<file path="src/rtl/tx_fifo.sv">
// ---------------------------------------------------------------------------
// tx_fifo
// Transmit-side word buffer between the APB register block and the frame
// transmitter core. Each rising edge of write_enable_tx captures one word
// from reg_transmit_tx into an 8-deep queue. rd_en_tx pops the oldest word
// onto a registered output with a one-cycle valid pulse. flush_tx empties
// the queue and clears the sticky error flags.
//
// Ports
//   PCLK_tx             in   clock, rising edge
//   PRESETn_tx          in   asynchronous active-low reset
//   write_enable_tx     in   write request level (one push per rising edge)
//   reg_transmit_tx     in   write data, sampled in the push cycle
//   flush_tx            in   synchronous flush, highest priority
//   rd_en_tx            in   pop request
//   fifo_dout_tx        out  registered popped word
//   fifo_dout_valid_tx  out  one-cycle pulse with each popped word
//   fifo_count_tx       out  occupancy 0..DEPTH
//   fifo_full_tx        out  count == DEPTH
//   fifo_empty_tx       out  count == 0
//   status_tx           out  {full, empty, almost_full, overflow, underflow, 3'b0}
// ---------------------------------------------------------------------------
module tx_fifo #(
  parameter int DATAWIDTH         = 12,
  parameter int ADDRWIDTH         = 3,
  parameter int ALMOST_FULL_LEVEL = 6
) (
  input  logic                 PCLK_tx,
  input  logic                 PRESETn_tx,
  input  logic                 write_enable_tx,
  input  logic [DATAWIDTH-1:0] reg_transmit_tx,
  input  logic                 flush_tx,
  input  logic                 rd_en_tx,
  output logic [DATAWIDTH-1:0] fifo_dout_tx,
  output logic                 fifo_dout_valid_tx,
  output logic [ADDRWIDTH:0]   fifo_count_tx,
  output logic                 fifo_full_tx,
  output logic                 fifo_empty_tx,
  output logic [7:0]           status_tx
);

  localparam int                 DEPTH    = 1 << ADDRWIDTH;
  localparam logic [ADDRWIDTH:0] DEPTH_C  = (ADDRWIDTH+1)'(DEPTH);
  localparam logic [ADDRWIDTH:0] AFULL_C  = (ADDRWIDTH+1)'(ALMOST_FULL_LEVEL);

  logic [DATAWIDTH-1:0] mem [DEPTH];

  logic [ADDRWIDTH-1:0] wr_ptr_reg;
  logic [ADDRWIDTH-1:0] rd_ptr_reg;
  logic [ADDRWIDTH:0]   count_reg;
  logic [ADDRWIDTH:0]   count_next;
  logic                 we_d_reg;
  logic                 overflow_reg;
  logic                 underflow_reg;
  logic [DATAWIDTH-1:0] dout_reg;
  logic                 dout_valid_reg;

  logic push_req;
  logic pop_req;
  logic do_push;
  logic do_pop;
  logic full;
  logic empty;
  logic almost_full;

  assign full        = (count_reg == DEPTH_C);
  assign empty       = (count_reg == '0);
  assign almost_full = (count_reg >= AFULL_C);

  // A held write level yields a single push: only the low-to-high transition counts.
  assign push_req = write_enable_tx & ~we_d_reg;
  assign pop_req  = rd_en_tx;

  // A pop from a full queue frees the slot the simultaneous push lands in.
  // A pop from an empty queue is rejected even if a push arrives with it.
  assign do_pop  = pop_req & ~empty;
  assign do_push = push_req & (~full | do_pop);

  always_comb begin
    count_next = count_reg;
    case ({do_push, do_pop})
      2'b10:   count_next = count_reg + 1'b1;
      2'b01:   count_next = count_reg - 1'b1;
      default: count_next = count_reg;
    endcase
  end

  // Storage has no reset; a location is only read once it has been written,
  // because pops are gated by a non-zero count.
  always_ff @(posedge PCLK_tx) begin
    if (!flush_tx && do_push) begin
      mem[wr_ptr_reg] <= reg_transmit_tx;
    end
  end

  always_ff @(posedge PCLK_tx or negedge PRESETn_tx) begin
    if (!PRESETn_tx) begin
      wr_ptr_reg     <= '0;
      rd_ptr_reg     <= '0;
      count_reg      <= '0;
      we_d_reg       <= 1'b0;
      overflow_reg   <= 1'b0;
      underflow_reg  <= 1'b0;
      dout_reg       <= '0;
      dout_valid_reg <= 1'b0;
    end else begin
      // The edge detector keeps tracking during flush so a level held
      // across the flush does not produce a late push afterwards.
      we_d_reg <= write_enable_tx;
      if (flush_tx) begin
        wr_ptr_reg     <= '0;
        rd_ptr_reg     <= '0;
        count_reg      <= '0;
        overflow_reg   <= 1'b0;
        underflow_reg  <= 1'b0;
        dout_reg       <= '0;
        dout_valid_reg <= 1'b0;
      end else begin
        dout_valid_reg <= do_pop;
        if (do_pop) begin
          dout_reg   <= mem[rd_ptr_reg];
          rd_ptr_reg <= rd_ptr_reg + 1'b1;
        end
        if (do_push) begin
          wr_ptr_reg <= wr_ptr_reg + 1'b1;
        end
        if (push_req && !do_push) begin
          overflow_reg <= 1'b1;
        end
        if (pop_req && empty) begin
          underflow_reg <= 1'b1;
        end
        count_reg <= count_next;
      end
    end
  end

  assign fifo_dout_tx       = dout_reg;
  assign fifo_dout_valid_tx = dout_valid_reg;
  assign fifo_count_tx      = count_reg;
  assign fifo_full_tx       = full;
  assign fifo_empty_tx      = empty;
  assign status_tx          = {full, empty, almost_full, overflow_reg, underflow_reg, 3'b000};

endmodule

</file>
<file path="config.mk">
export PLATFORM = sky130hd
export DESIGN_NAME = tx_fifo
export DESIGN_NICKNAME = d
export VERILOG_FILES = /design/src/rtl/tx_fifo.sv
export SDC_FILE = /design/constraint.sdc
export NUM_CORES = 1
export LEC_CHECK = 0
export ABC_AREA = 1
export BUFFER_PORTS_ARGS = -buffer_cell sky130_fd_sc_hd__buf_2
export CORE_MARGIN = 2
export CORE_UTILIZATION = 59
export CTS_CLUSTER_DIAMETER = 30
export DETAILED_ROUTE_END_ITERATION = 12
export GPL_ROUTABILITY_DRIVEN = 0
export HOLD_SLACK_MARGIN = 0.05
export PLACE_DENSITY = 0.79
export SKIP_CTS_REPAIR_TIMING = 1
export SYNTH_ARGS = -nofsm -noshare
export SYNTH_HDL_FRONTEND = slang
export SYNTH_SLANG_ARGS = --single-unit
</file>
<file path="constraint.sdc">
create_clock -name PCLK_tx -period 2.8 [get_ports PCLK_tx]
set_clock_uncertainty 0.2 [all_clocks]
set_input_delay 0.56 -clock PCLK_tx [delete_from_list [all_inputs] [get_ports PCLK_tx]]
set_output_delay 0.56 -clock PCLK_tx [all_outputs]
set_load 0.01 [all_outputs]
</file>
==> results.sh, run 1 <==
export IMPL_gr_usage_met2=0.3830
export IMPL_dr_pass1_iters=5
export IMPL_cts_tree="done"
export IMPL_timing_fmax_mhz=428.1
export IMPL_synth_area_sq_um=5077
export IMPL_grt_pass1_vias=3319
export IMPL_final_core_util=0.7223
export IMPL_die_area_sq_um=9363
export IMPL_powerDensity_nw_per_um2=940.1
export IMPL_drt_iter0_drc=418
export IMPL_final_cell_mix="edfxtp_1 (96), nor2_1 (88), o21ai_0 (55)"
export IMPL_cp_required_ps=2830
export IMPL_drc=0
export IMPL_ir_drop_mv=0.5755
export IMPL_track_usage=0.2535
export IMPL_worstSetupStartpointType="primary input"
export IMPL_critPathArrivalTime_ps=2370
export IMPL_clk_insertion_delay_late_ps=520
export IMPL_layout_min_cycle_time_ps=2336
export IMPL_cts_htree_levels=4
export IMPL_worst_pin_slew_ps=637.9
export IMPL_wl_per_cell_um=19.19
export IMPL_met1_usage=0.3593
export IMPL_hold_viol=0
export IMPL_postRouteAntennaNets=0
export IMPL_p_leak_nw=2.377
export IMPL_syn2layout_area_growth_pct=18.06
export IMPL_critPathKind="primary input to register"
export IMPL_antenna_found_initial=0
export IMPL_cts_clk_slew_worst_paths_ps=60
export IMPL_via_per_inst=5.959
export IMPL_die_h_um=96.77
export IMPL_drv_slew=0
export IMPL_ys_seq_area_frac=0.6959
export IMPL_row_count=33
export IMPL_num_io_pins=44
export IMPL_drt_wl_total_um=11340
export IMPL_drive_above_1_share=0.1934
export IMPL_status="complete, no violations"
export IMPL_clkSinkCount=122
export IMPL_synthesis_yosys_warnings=0
export IMPL_seq_area_sq_um=3533
export IMPL_cp_end_kind="register"
export IMPL_cts_made_buffers=17
export IMPL_clk_path_buf_depth=2
export IMPL_setup_viol=0
export IMPL_hold_path_class="primary input to register"
export IMPL_synth_cell_types=30
export IMPL_via_count=3522
export IMPL_gr_total_overflow=0
export IMPL_final_common_cell="edfxtp_1"
export IMPL_yosys_register_bits=122
export IMPL_crit_fanout=6
export IMPL_grt_met3_usage=0.07659
export IMPL_syn_inst=426
export IMPL_cts_root_buf="clkbuf_8"
export IMPL_die_w_um=96.77
export IMPL_max_flop_register="mem"
export IMPL_grt_busiest_layer="met2"
export IMPL_period_share=0.8342
export IMPL_dpl_hpwl_um=6817
export IMPL_core_sq_um=8299
export IMPL_cap_viol_max_count=0
export IMPL_start_util=0.6118
export IMPL_largest_register_ffs=96
export IMPL_fin_nets=495
export IMPL_nFillCells=538
export IMPL_syn_area_per_cell_sq_um=11.92
export IMPL_rsz0062_at_grt="false"
export IMPL_slew_headroom=0.5743
export IMPL_final_setup_tns_ps=0
export IMPL_multi_input_area_sq_um=1329
export IMPL_grt_start_max_net_pins=51
export IMPL_grt_pass1_wl_um=17940
export IMPL_io_buffers=40
export IMPL_antenna_cells=0
## where the power goes
group          switching (mW)  internal (mW)  total, mW
combinational           0.822          0.376       1.20
sequential             0.0882           2.07       2.15
clock                   0.751           1.53       2.28
## worst max-delay path, stage by stage
cell and delay (ps):
dlygate4sd3_1 530, buf_2 110, nand2_1 120, inv_1 170
nand2_1 110, nor2_2 170, nand2_1 150, nor2_1 220
buf_4 210
## synth_stat cells, drive strengths merged
| master | instances | share of area |
|---|---|---|
| nor4 | 1 | 0.0012 |
| nor2 | 92 | 0.073 |
| nand3 | 31 | 0.035 |
| fa | 1 | 0.0039 |
| dfrtp | 26 | 0.13 |
| o21a | 1 | 0.0015 |
| conb | 1 | 0.00074 |
| ha | 4 | 0.0099 |
| o211ai | 24 | 0.035 |
| inv | 16 | 0.012 |
| buf | 17 | 0.023 |
| nand2 | 40 | 0.033 |
| o21ai | 55 | 0.054 |
| a21oi | 3 | 0.0037 |
| nand4 | 4 | 0.0062 |
| a21o | 1 | 0.0015 |
| edfxtp | 96 | 0.57 |
| clkbuf | 12 | 0.0089 |
| xnor2 | 1 | 0.0017 |
## metal layers
metal | part of all wire | vias up
li1 | - | 1602
met1 | 0.41 | 1704
met2 | 0.48 | 192
met3 | 0.095 | 24
met4 | 0.018 | 0
met5 | 0 | -
## layout make-up
type	count	share of cell area
clock buffers	20	0.07097
flip-flops and latches	122	0.5894
clock inverters	12	0.03298
well taps	105	0.02192
multi-input cells	261	0.2217
inverters	16	0.01002
repair buffers	55	0.05302
## per-stage QoR
step / hold slack (ps) / instance area, sq um / power, mW / cells / setup WS (ps)
5_1_grt: 130.6 / 5995 / 5.895 / 591 / 316.9
6_report: 126.9 / 5995 / 5.635 / 591 / 464.3
4_1_cts: -167.7 / 5974 / 5.653 / 589 / 472.4
3_5_place_dp: 278.5 / 5351 / 3.353 / 557 / 564.0
2_1_floorplan: 64.41 / 5085 / 3.023 / 428 / 587.7
3_3_place_gp: 272.3 / 5351 / 3.301 / 557 / 645.5
## path summary, 6_finish.rpt
kind	from	to	slack [ps]	depth (start not counted)
min in group asynchronous	PRESETn_tx	fifo_count_tx[1]	360	2
hold / removal	reg_transmit_tx[9]	mem[5][9]	130	1
max in group asynchronous	PRESETn_tx	wr_ptr_reg[0]	1660	2
setup reg to reg	fifo_count_tx[1]	fifo_count_tx[3]	640	12
hold reg to reg	underflow_reg	underflow_reg	290	1
setup / recovery	write_enable_tx	mem[1][5]	460	9
## logic make-up after synthesis
| family | count (synthesis) | share of synthesized area |
|---|---|---|
| AND/OR/NAND/NOR | 168 | 0.1476 |
| XOR/XNOR | 1 | 0.001725 |
| adder cells (fa/ha/maj) | 5 | 0.01380 |
| buffers and inverters | 45 | 0.04386 |
| other | 1 | 0.0007386 |
| AO/OA/AOI/OAI | 84 | 0.09635 |
| flip-flops | 122 | 0.6959 |
No activity file was read; power rests on OpenSTA's default activity.
==> inputs of run 2 (changes only) <==
--- a/config.mk
+++ b/config.mk
@@ -8,12 +8,12 @@
 export ABC_AREA = 1
 export BUFFER_PORTS_ARGS = -buffer_cell sky130_fd_sc_hd__buf_2
 export CORE_MARGIN = 2
-export CORE_UTILIZATION = 59
+export CORE_UTILIZATION = 53
 export CTS_CLUSTER_DIAMETER = 30
 export DETAILED_ROUTE_END_ITERATION = 12
 export GPL_ROUTABILITY_DRIVEN = 0
 export HOLD_SLACK_MARGIN = 0.05
-export PLACE_DENSITY = 0.79
+export PLACE_DENSITY = 0.75
 export SKIP_CTS_REPAIR_TIMING = 1
 export SYNTH_ARGS = -nofsm -noshare
 export SYNTH_HDL_FRONTEND = slang
==> constraint.sdc (replaced) <==
create_clock -name PCLK_tx -period 2.1 [get_ports PCLK_tx]
set_clock_uncertainty 0.2 [all_clocks]
set_input_delay 0.42 -clock PCLK_tx [delete_from_list [all_inputs] [get_ports PCLK_tx]]
set_output_delay 0.42 -clock PCLK_tx [all_outputs]
set_load 0.01 [all_outputs]
==> results.sh, run 2 (synthesis results as in run 1) <==
export IMPL_die_h_um=101.9
export IMPL_ir_drop_mv=0.6599
export IMPL_slew_headroom=0.6147
export IMPL_nFillCells=640
export IMPL_fin_total_pwr_mw=7.343
export IMPL_final_cells=639
export IMPL_drive_above_1_share=0.2255
export IMPL_clk_path_buf_depth=2
export IMPL_core_sq_um=9284
export IMPL_hold_path_class="primary input to register"
export IMPL_period_share=0.9837
export IMPL_cts_clk_slew_worst_paths_ps=60
export IMPL_grt_start_max_net_pins=51
export IMPL_clkSinkCount=122
export IMPL_antenna_cells=0
export IMPL_antenna_found_initial=0
export IMPL_fin_area_sq_um=6207
export IMPL_hold_viol=0
export IMPL_cts_root_buf="clkbuf_8"
export IMPL_dr_pass1_iters=5
export IMPL_final_common_cell="edfxtp_1"
export IMPL_grt_pass1_vias=3359
export IMPL_grt_pass1_wl_um=17420
export IMPL_timing_fmax_mhz=484.1
export IMPL_drt_wl_total_um=11290
export IMPL_cp_end_kind="output pin"
export IMPL_dpl_hpwl_um=7451
export IMPL_dpl_cell_area_sq_um=5492
export IMPL_clk_insertion_delay_late_ps=510
export IMPL_crit_fanout=3
export IMPL_via_per_inst=5.570
export IMPL_rsz0062_at_grt="true"
export IMPL_dpl_cell_count=594
export IMPL_die_w_um=101.9
export IMPL_cts_htree_levels=4
export IMPL_worst_pin_slew_ps=577.9
export IMPL_powerDensity_nw_per_um2=1183
export IMPL_final_cell_mix="edfxtp_1 (96), nor2_1 (87), o21ai_0 (55)"
export IMPL_track_usage=0.2288
export IMPL_max_flop_register="mem"
export IMPL_setup_viol=0
export IMPL_p_leak_nw=2.457
export IMPL_cts_made_buffers=17
export IMPL_final_core_util=0.6686
export IMPL_drv_slew=0
export IMPL_status="complete, no violations"
export IMPL_cp_required_ps=1480
export IMPL_r2r_cells=12
export IMPL_min_path_cells=1
export IMPL_start_util=0.5469
export IMPL_worstSetupStartpointType="register"
export IMPL_gr_total_overflow=0
export IMPL_io_buffers=40
export IMPL_cts_tree="done"
export IMPL_row_count=35
export IMPL_die_area_sq_um=10380
export IMPL_critPathKind="register to output pin"
export IMPL_syn2layout_area_growth_pct=22.25
export IMPL_postRouteAntennaNets=0
export IMPL_fin_nets=519
export IMPL_num_io_pins=44
export IMPL_critPathArrivalTime_ps=1450
export IMPL_layout_min_cycle_time_ps=2066
export IMPL_drt_iter0_drc=336
export IMPL_wl_per_cell_um=17.67
export IMPL_hold_slack_ps=37.95
export IMPL_cap_viol_max_count=0
export IMPL_via_count=3559
export IMPL_largest_register_ffs=96
export IMPL_drc=0
-- run 2: stage by stage --
step,setup TNS (ps),worst slack [ps]
after floorplan,-4339,-51.35
after global placement,0,74.64
after detailed placement,0,39.96
after CTS,-222.9,-111.6
after global routing,-129.0,-33.98
final,0,34.32
-- run 2: worst paths after layout --
kind                               startpoint               end  slack [ps]
max                          fifo_count_tx[0]      fifo_full_tx          30
max reg2reg                  fifo_count_tx[2]  fifo_count_tx[3]         110
min reg2reg                     underflow_reg     underflow_reg         300
min in group asynchronous          PRESETn_tx  fifo_count_tx[0]         240
min                        reg_transmit_tx[0]         mem[5][0]          40
max in group asynchronous          PRESETn_tx  fifo_count_tx[2]        1050
-- run 2: worst max-delay path, stage by stage, from the launching register on --
cell and delay, ps:
dfrtp_1 400, buf_6 130, nor4_4 240, buf_2 170
-- run 2: where the power goes --
part	leakage [nW]	internal, mW	total, mW	switching (mW)
Clock	0.260	1.69	2.73	1.04
Combinational	0.983	0.616	1.77	1.15
Sequential	1.21	2.76	2.84	0.0893
-- run 2: final cells by class --
type	count	area (sq um)	area share
Clock inverter	14	145.1	0.02338
Clock buffer	18	417.9	0.06733
Sequential cell	122	3535	0.5694
Tap cell	129	161.4	0.02600
Multi-Input combinational cell	261	1346	0.2169
Inverter	16	60.06	0.009675
Timing Repair Buffer	79	541.8	0.08728
-- run 2: layer usage --
metal | track usage | vias up | wire length (um)
met5 | 0 | - | 0
met4 | 0.06769 | 0 | 104
met3 | 0.06361 | 15 | 943
met2 | 0.3603 | 217 | 5362
met1 | 0.3156 | 1683 | 4880
li1 | - | 1644 | -
